File: src/rtl/multicycle_control_unit.sv
// Multicycle FSM controller for a 16-bit load/store core.
// Moore outputs come from the state plus a class decoded from IR and registered in DECODE.
module multicycle_control_unit #(
  parameter int unsigned MEM_WAIT = 1
) (
  input  logic        clk,
  input  logic        rst,
  input  logic [15:0] Instruction,
  input  logic        C,
  input  logic        Z,
  output logic        ir_load,
  output logic        pc_write,
  output logic [1:0]  pc_src,
  output logic [1:0]  alu_op,
  output logic        Src_ALU_B,
  output logic        carry_in,
  output logic        RF_write_en,
  output logic [2:0]  rf_src,
  output logic        data_write_en,
  output logic        flag_OutR,
  output logic        flag_HLT,
  output logic        illegal_op
);

  typedef enum logic [2:0] {
    StFetch, StDecode, StExec, StMem, StWb, StHalt
  } state_e;

  typedef enum logic [4:0] {
    ClsIll, ClsAlu, ClsLhi, ClsLli, ClsLdr, ClsStr, ClsCmp, ClsAddi, ClsSubi,
    ClsMov, ClsBr, ClsJmp, ClsJal1, ClsJal2, ClsJr, ClsOutr, ClsHlt
  } cls_e;

  localparam logic [3:0] MemLast = 4'(MEM_WAIT);

  state_e      state_q, state_d;
  cls_e        cls_q, cls_d;
  logic [15:0] ir_q;
  logic        c_q, z_q;
  logic [3:0]  cnt_q, cnt_d;
  logic        flag_upd;
  logic        br_taken;
  logic        unused_ir;

  // Operand fields of IR are consumed by the datapath, not by this controller.
  assign unused_ir = ^ir_q[7:2];

  always_ff @(posedge clk) begin
    if (rst) begin
      state_q <= StFetch;
      cls_q   <= ClsIll;
      ir_q    <= '0;
      c_q     <= 1'b0;
      z_q     <= 1'b0;
      cnt_q   <= '0;
    end else begin
      state_q <= state_d;
      cnt_q   <= cnt_d;
      if (ir_load) ir_q <= Instruction;
      if (state_q == StDecode) cls_q <= cls_d;
      if (flag_upd) begin
        c_q <= C;
        z_q <= Z;
      end
    end
  end

  always_comb begin
    cls_d = ClsIll;
    case (ir_q[15:11])
      5'b00000: cls_d = ClsAlu;
      5'b00001: cls_d = ClsLhi;
      5'b00010: cls_d = ClsLli;
      5'b00011: cls_d = ClsLdr;
      5'b00101: cls_d = ClsStr;
      5'b00110: cls_d = ClsCmp;
      5'b00111: cls_d = ClsAddi;
      5'b01000: cls_d = ClsSubi;
      5'b01011: cls_d = ClsMov;
      5'b11000: cls_d = ClsBr;
      5'b10000: cls_d = ClsJmp;
      5'b10001: cls_d = ClsJal1;
      5'b10010: cls_d = ClsJal2;
      5'b10011: cls_d = ClsJr;
      5'b11100: begin
        case (ir_q[1:0])
          2'b00:   cls_d = ClsOutr;
          2'b01:   cls_d = ClsHlt;
          default: cls_d = ClsIll;
        endcase
      end
      default:  cls_d = ClsIll;
    endcase
  end

  always_comb begin
    br_taken = 1'b0;
    case (ir_q[10:8])
      3'b000:  br_taken = z_q;
      3'b001:  br_taken = ~z_q;
      3'b010:  br_taken = c_q;
      3'b011:  br_taken = ~c_q;
      3'b110:  br_taken = 1'b1;
      default: br_taken = 1'b0;
    endcase
  end

  always_comb begin
    state_d       = state_q;
    cnt_d         = cnt_q;
    flag_upd      = 1'b0;
    ir_load       = 1'b0;
    pc_write      = 1'b0;
    pc_src        = 2'b00;
    alu_op        = 2'b00;
    Src_ALU_B     = 1'b0;
    RF_write_en   = 1'b0;
    rf_src        = 3'b000;
    data_write_en = 1'b0;
    flag_OutR     = 1'b0;
    flag_HLT      = 1'b0;
    illegal_op    = 1'b0;

    unique case (state_q)
      StFetch: begin
        ir_load  = 1'b1;
        pc_write = 1'b1;
        state_d  = StDecode;
      end
      StDecode: state_d = StExec;
      StExec: begin
        state_d = StFetch;
        unique case (cls_q)
          ClsAlu:  begin alu_op = ir_q[1:0]; flag_upd = 1'b1; state_d = StWb; end
          ClsCmp:  begin alu_op = 2'b10; flag_upd = 1'b1; end
          ClsAddi: begin Src_ALU_B = 1'b1; flag_upd = 1'b1; state_d = StWb; end
          ClsSubi: begin
            alu_op    = 2'b10;
            Src_ALU_B = 1'b1;
            flag_upd  = 1'b1;
            state_d   = StWb;
          end
          ClsMov, ClsLhi, ClsLli: state_d = StWb;
          ClsLdr, ClsStr: begin state_d = StMem; cnt_d = '0; end
          ClsBr: begin
            if (br_taken) begin
              pc_write = 1'b1;
              pc_src   = 2'b01;
            end
          end
          ClsJmp:  begin pc_write = 1'b1; pc_src = 2'b01; end
          ClsJal1: begin
            pc_write    = 1'b1;
            pc_src      = 2'b01;
            RF_write_en = 1'b1;
            rf_src      = 3'b011;
          end
          ClsJal2: begin
            pc_write    = 1'b1;
            pc_src      = 2'b10;
            RF_write_en = 1'b1;
            rf_src      = 3'b011;
          end
          ClsJr:   begin pc_write = 1'b1; pc_src = 2'b11; end
          ClsOutr: flag_OutR = 1'b1;
          ClsHlt:  state_d = StHalt;
          default: illegal_op = 1'b1;
        endcase
      end
      StMem: begin
        if (cnt_q == MemLast) begin
          if (cls_q == ClsStr) begin
            data_write_en = 1'b1;
            state_d       = StFetch;
          end else begin
            state_d = StWb;
          end
        end else begin
          cnt_d = cnt_q + 4'd1;
        end
      end
      StWb: begin
        RF_write_en = 1'b1;
        state_d     = StFetch;
        case (cls_q)
          ClsLdr:  rf_src = 3'b001;
          ClsMov:  rf_src = 3'b010;
          ClsLhi:  rf_src = 3'b100;
          ClsLli:  rf_src = 3'b101;
          default: rf_src = 3'b000;
        endcase
      end
      StHalt: begin
        flag_HLT = 1'b1;
        state_d  = StHalt;
      end
      default: state_d = StFetch;
    endcase

    carry_in = (state_q != StHalt) & c_q;

    // Reset silences every output combinationally so no strobe escapes mid-abort.
    if (rst) begin
      ir_load       = 1'b0;
      pc_write      = 1'b0;
      pc_src        = 2'b00;
      alu_op        = 2'b00;
      Src_ALU_B     = 1'b0;
      carry_in      = 1'b0;
      RF_write_en   = 1'b0;
      rf_src        = 3'b000;
      data_write_en = 1'b0;
      flag_OutR     = 1'b0;
      flag_HLT      = 1'b0;
      illegal_op    = 1'b0;
    end
  end

endmodule

File: config.mk
export PLATFORM = sky130hd
export DESIGN_NAME = multicycle_control_unit
export DESIGN_NICKNAME = d
export VERILOG_FILES = /design/src/rtl/multicycle_control_unit.sv
export SDC_FILE = /design/constraint.sdc
export NUM_CORES = 1
export LEC_CHECK = 0
export ABC_AREA = 1
export BUFFER_PORTS_ARGS = -buffer_cell sky130_fd_sc_hd__buf_2
export CELL_PAD_IN_SITES_DETAIL_PLACEMENT = 1
export CELL_PAD_IN_SITES_GLOBAL_PLACEMENT = 2
export CORE_UTILIZATION = 28
export DETAILED_ROUTE_END_ITERATION = 8
export PLACE_DENSITY_LB_ADDON = 0.12
export SLEW_MARGIN = 20
export SYNTH_ARGS = -nofsm -noshare
export SYNTH_HDL_FRONTEND = slang
export SYNTH_SLANG_ARGS = --single-unit
File: constraint.sdc
create_clock -name clk -period 1.8 [get_ports clk]
set_input_delay 0.36 -clock clk [delete_from_list [all_inputs] [get_ports clk]]
set_output_delay 0.36 -clock clk [all_outputs]
set_load 0.03 [all_outputs]
==> impl_metrics.ini <==
[global_route]
grt_pass1_vias = 1851
grt_first_pass_wirelength_um = 8450
antenna_found_initial = 0
grt_remaining_overflow = 0
grt_max_degree = 14
track_usage_pct = 17.8

[sta]
period_share_pct = 107
skew_ns = 0.00218
max_slew.worst_pin.slew_ns = 0.370
hold_violations = 0
rsz0062_at_grt = true
hold_ws_ns = 0.284
final.setup.tns_ns = -0.531
finalCriticalPeriod_ns = 1.93
fin_ws_ns = -0.130
relSlewSlack_pct = 75.2
fmax_mhz = 518
finalSetupViolCount = 7
slew_viol_final = 0

[placement]
port-buffer-count = 29
dp_hpwl_um = 3920
globalplace.congestion = 0.802
place_inst = 382

[die]
core_sq_mm = 0.00554
top_level_ports = 36
die_h_um = 78.0
dieArea_sq_mm = 0.00608
initial_utilization_pct = 29.2
fp-row-count = 27
fp.dieW_um = 78.0

[worst_hold_path]
hp-class = input pin to flop
min_from = Instruction[10]

[cts]
clockBufferDepth = 2
numCtsBuffers = 3
clock_sinks = 24
htreeDepth = 1
clk_pin_slew_ns = 0.09
clock-root-buffer = clkbuf_8
cts_tree = done
clock_latency_ns = 0.27

[logic_synthesis]
synth_edf_count = 0
ys_ff_latch = 24
synthArstFlopShare_pct = 0
synthTopCellsByCount = nand2_1 (58), nor2_1 (46), inv_1 (32)
post_synth_inst_count = 266
synth_top_area_share_pct = 29.7
yosysTopAreaCell = dfxtp_1
synth-seq-area-share_pct = 29.7
netlist_area_sq_mm = 0.00162
synth_warnings = 0
synth.distinct_cells = 31
synth-main-ff-cell = dfxtp_1
ys_top_cells_by_area = dfxtp_1 (30%), nand2_1 (13%), nor2_1 (11%)
syn_nets = 288
syn_area_per_cell_sq_um = 6.08
yosysMostFrequentCell = nand2_1

[worst_setup_path]
critical_path_class = flop to output port
critPathLaunchType = flop
endpoint_kind = output port
worst-path-buf-inv = 4
required_ns = 1.44
crit_slowest_cell = dfxtp_4
crit_fanout = 5
crit_arrival_ns = 1.57
crit_family = simple AND/OR/NAND/NOR gates
r2r-start = ir_q[11]
cp_cell_sequence = inv_4 -> nand3_2 -> buf_4 -> nor2_4 -> nor2_2 -> nand2_1 -> inv_1 -> nand2_1 -> nor2_1 -> buf_4
slowest_delay_ns = 0.39
crit_start = cls_q[4]

[drt]
drt_first_iter_violations = 47
firstDrtPassIters = 4
wirelength_um = 5100
drt.antenna.violating_nets = 0
drt_drc_violations_left = 0
vias = 1854
wl_per_cell_um = 13.0
via_per_inst = 4.72

[cells_and_area]
drive_above_1_share_pct = 39.9
area_delta_synth_final_pct = 42.6
layout.nets = 344
finalCoreUtilization_pct = 41.6
num_antenna_cells = 0
finalNonFillerCells = 393
num-fill-cells = 750

[power]
power_density_mw_per_mm2 = 782
peakVddDrop_mv = 0.261
p_leak_uw = 0.00103

[status]
violations = negative setup slack
status = finished with violations

[job]
drv_cap = 0
-- state kept, by name, summed over array words and instances (netlist names) --
| name | flops |
|---|---|
| c_q | 1 |
| cls_q | 5 |
| ir_q | 10 |
| cnt_q | 4 |
| z_q | 1 |
| state_q | 3 |
-- worst reg2reg max path: cells and delay by family (launching register included) --
family	cells	cell delay, ns
compound gates	1	0.13
flops	1	0.35
simple gates	6	0.81
-- report_power, final --
group | internal (uW) | switching (uW) | total (uW)
registers | 605 | 94.7 | 699
logic | 281 | 433 | 713
clock network | 196 | 192 | 388
total | 1080 | 720 | 1800
-- per-layer routing --
layer	global-route usage, %	vias to the layer above	routed length [um]
met3	2.12	5	80
met2	30.4	15	2560
met1	23.1	869	2400
li1	-	965	-
met5	0	-	0
met4	6.11	0	65
-- path summary, 6_finish.rpt --
check                                  end  cells past startpoint  slack [ns]
worst max-delay path            illegal_op                     10       -0.13
worst min-delay path              ir_q[10]                      3        0.28
worst max register to register    cls_q[2]                      7        0.44
worst min register to register     ir_q[8]                      2        0.48
-- area by class of cell --
| cell class | count | area [sq um] | share of cell area, % |
|---|---|---|---|
| Timing Repair Buffer | 55 | 399 | 17.3 |
| Multi-Input combinational cell | 199 | 1100 | 47.6 |
| Sequential cell | 24 | 513 | 22.3 |
| Clock buffer | 4 | 55.1 | 2.39 |
| Inverter | 39 | 151 | 6.57 |
| Tap cell | 72 | 90.1 | 3.91 |
-- placed cells by master (no fill, tap or decap), types with 5 or more instances in the layout --
cell type | netlist | final
buf_2 | 1 | 16
nand3_1 | 16 | 15
o21ai_1 | 8 | 8
dfxtp_1 | 24 | 12
inv_2 | 6 | 10
nor2_1 | 46 | 38
inv_1 | 32 | 27
buf_4 | 1 | 32
buf_6 | 0 | 7
dfxtp_2 | 0 | 5
nand2_1 | 58 | 51
dfxtp_4 | 0 | 7
o21ai_0 | 8 | 7
nor2_2 | 7 | 10
a21oi_1 | 24 | 20
nor2_4 | 2 | 7
nand2_2 | 5 | 11
-- stage by stage --
stage               power [uW]  worst slack [ns]  instance area [sq um]
floorplan                 1110            0.0195                   1630
global placement          1310           0.00350                   1990
detailed placement        1320          -0.00628                   1990
CTS                       1760            -0.118                   2170
global route              1940            -0.222                   2300
finish                    1800            -0.130                   2300
-- kinds of logic (layout without fill, tap and decap cells) --
group                    Yosys count  in the layout  share of synthesized area [%]
adder cells (fa/ha/maj)            2              2                           1.55
buffers and inverters             43             98                           10.4
flip-flops                        24             24                           29.7
AND/OR/NAND/NOR                  151            151                           43.2
AO/OA/AOI/OAI                     46             46                           15.1
-- repair_timing --
action	CTS	global route
resized for setup	44	34
setup endpoints to repair	14	15
buffers inserted	2	5
hold buffers	0	0
gates cloned	0	0
pin swaps	6	14
(Power assumes the default switching activity.)
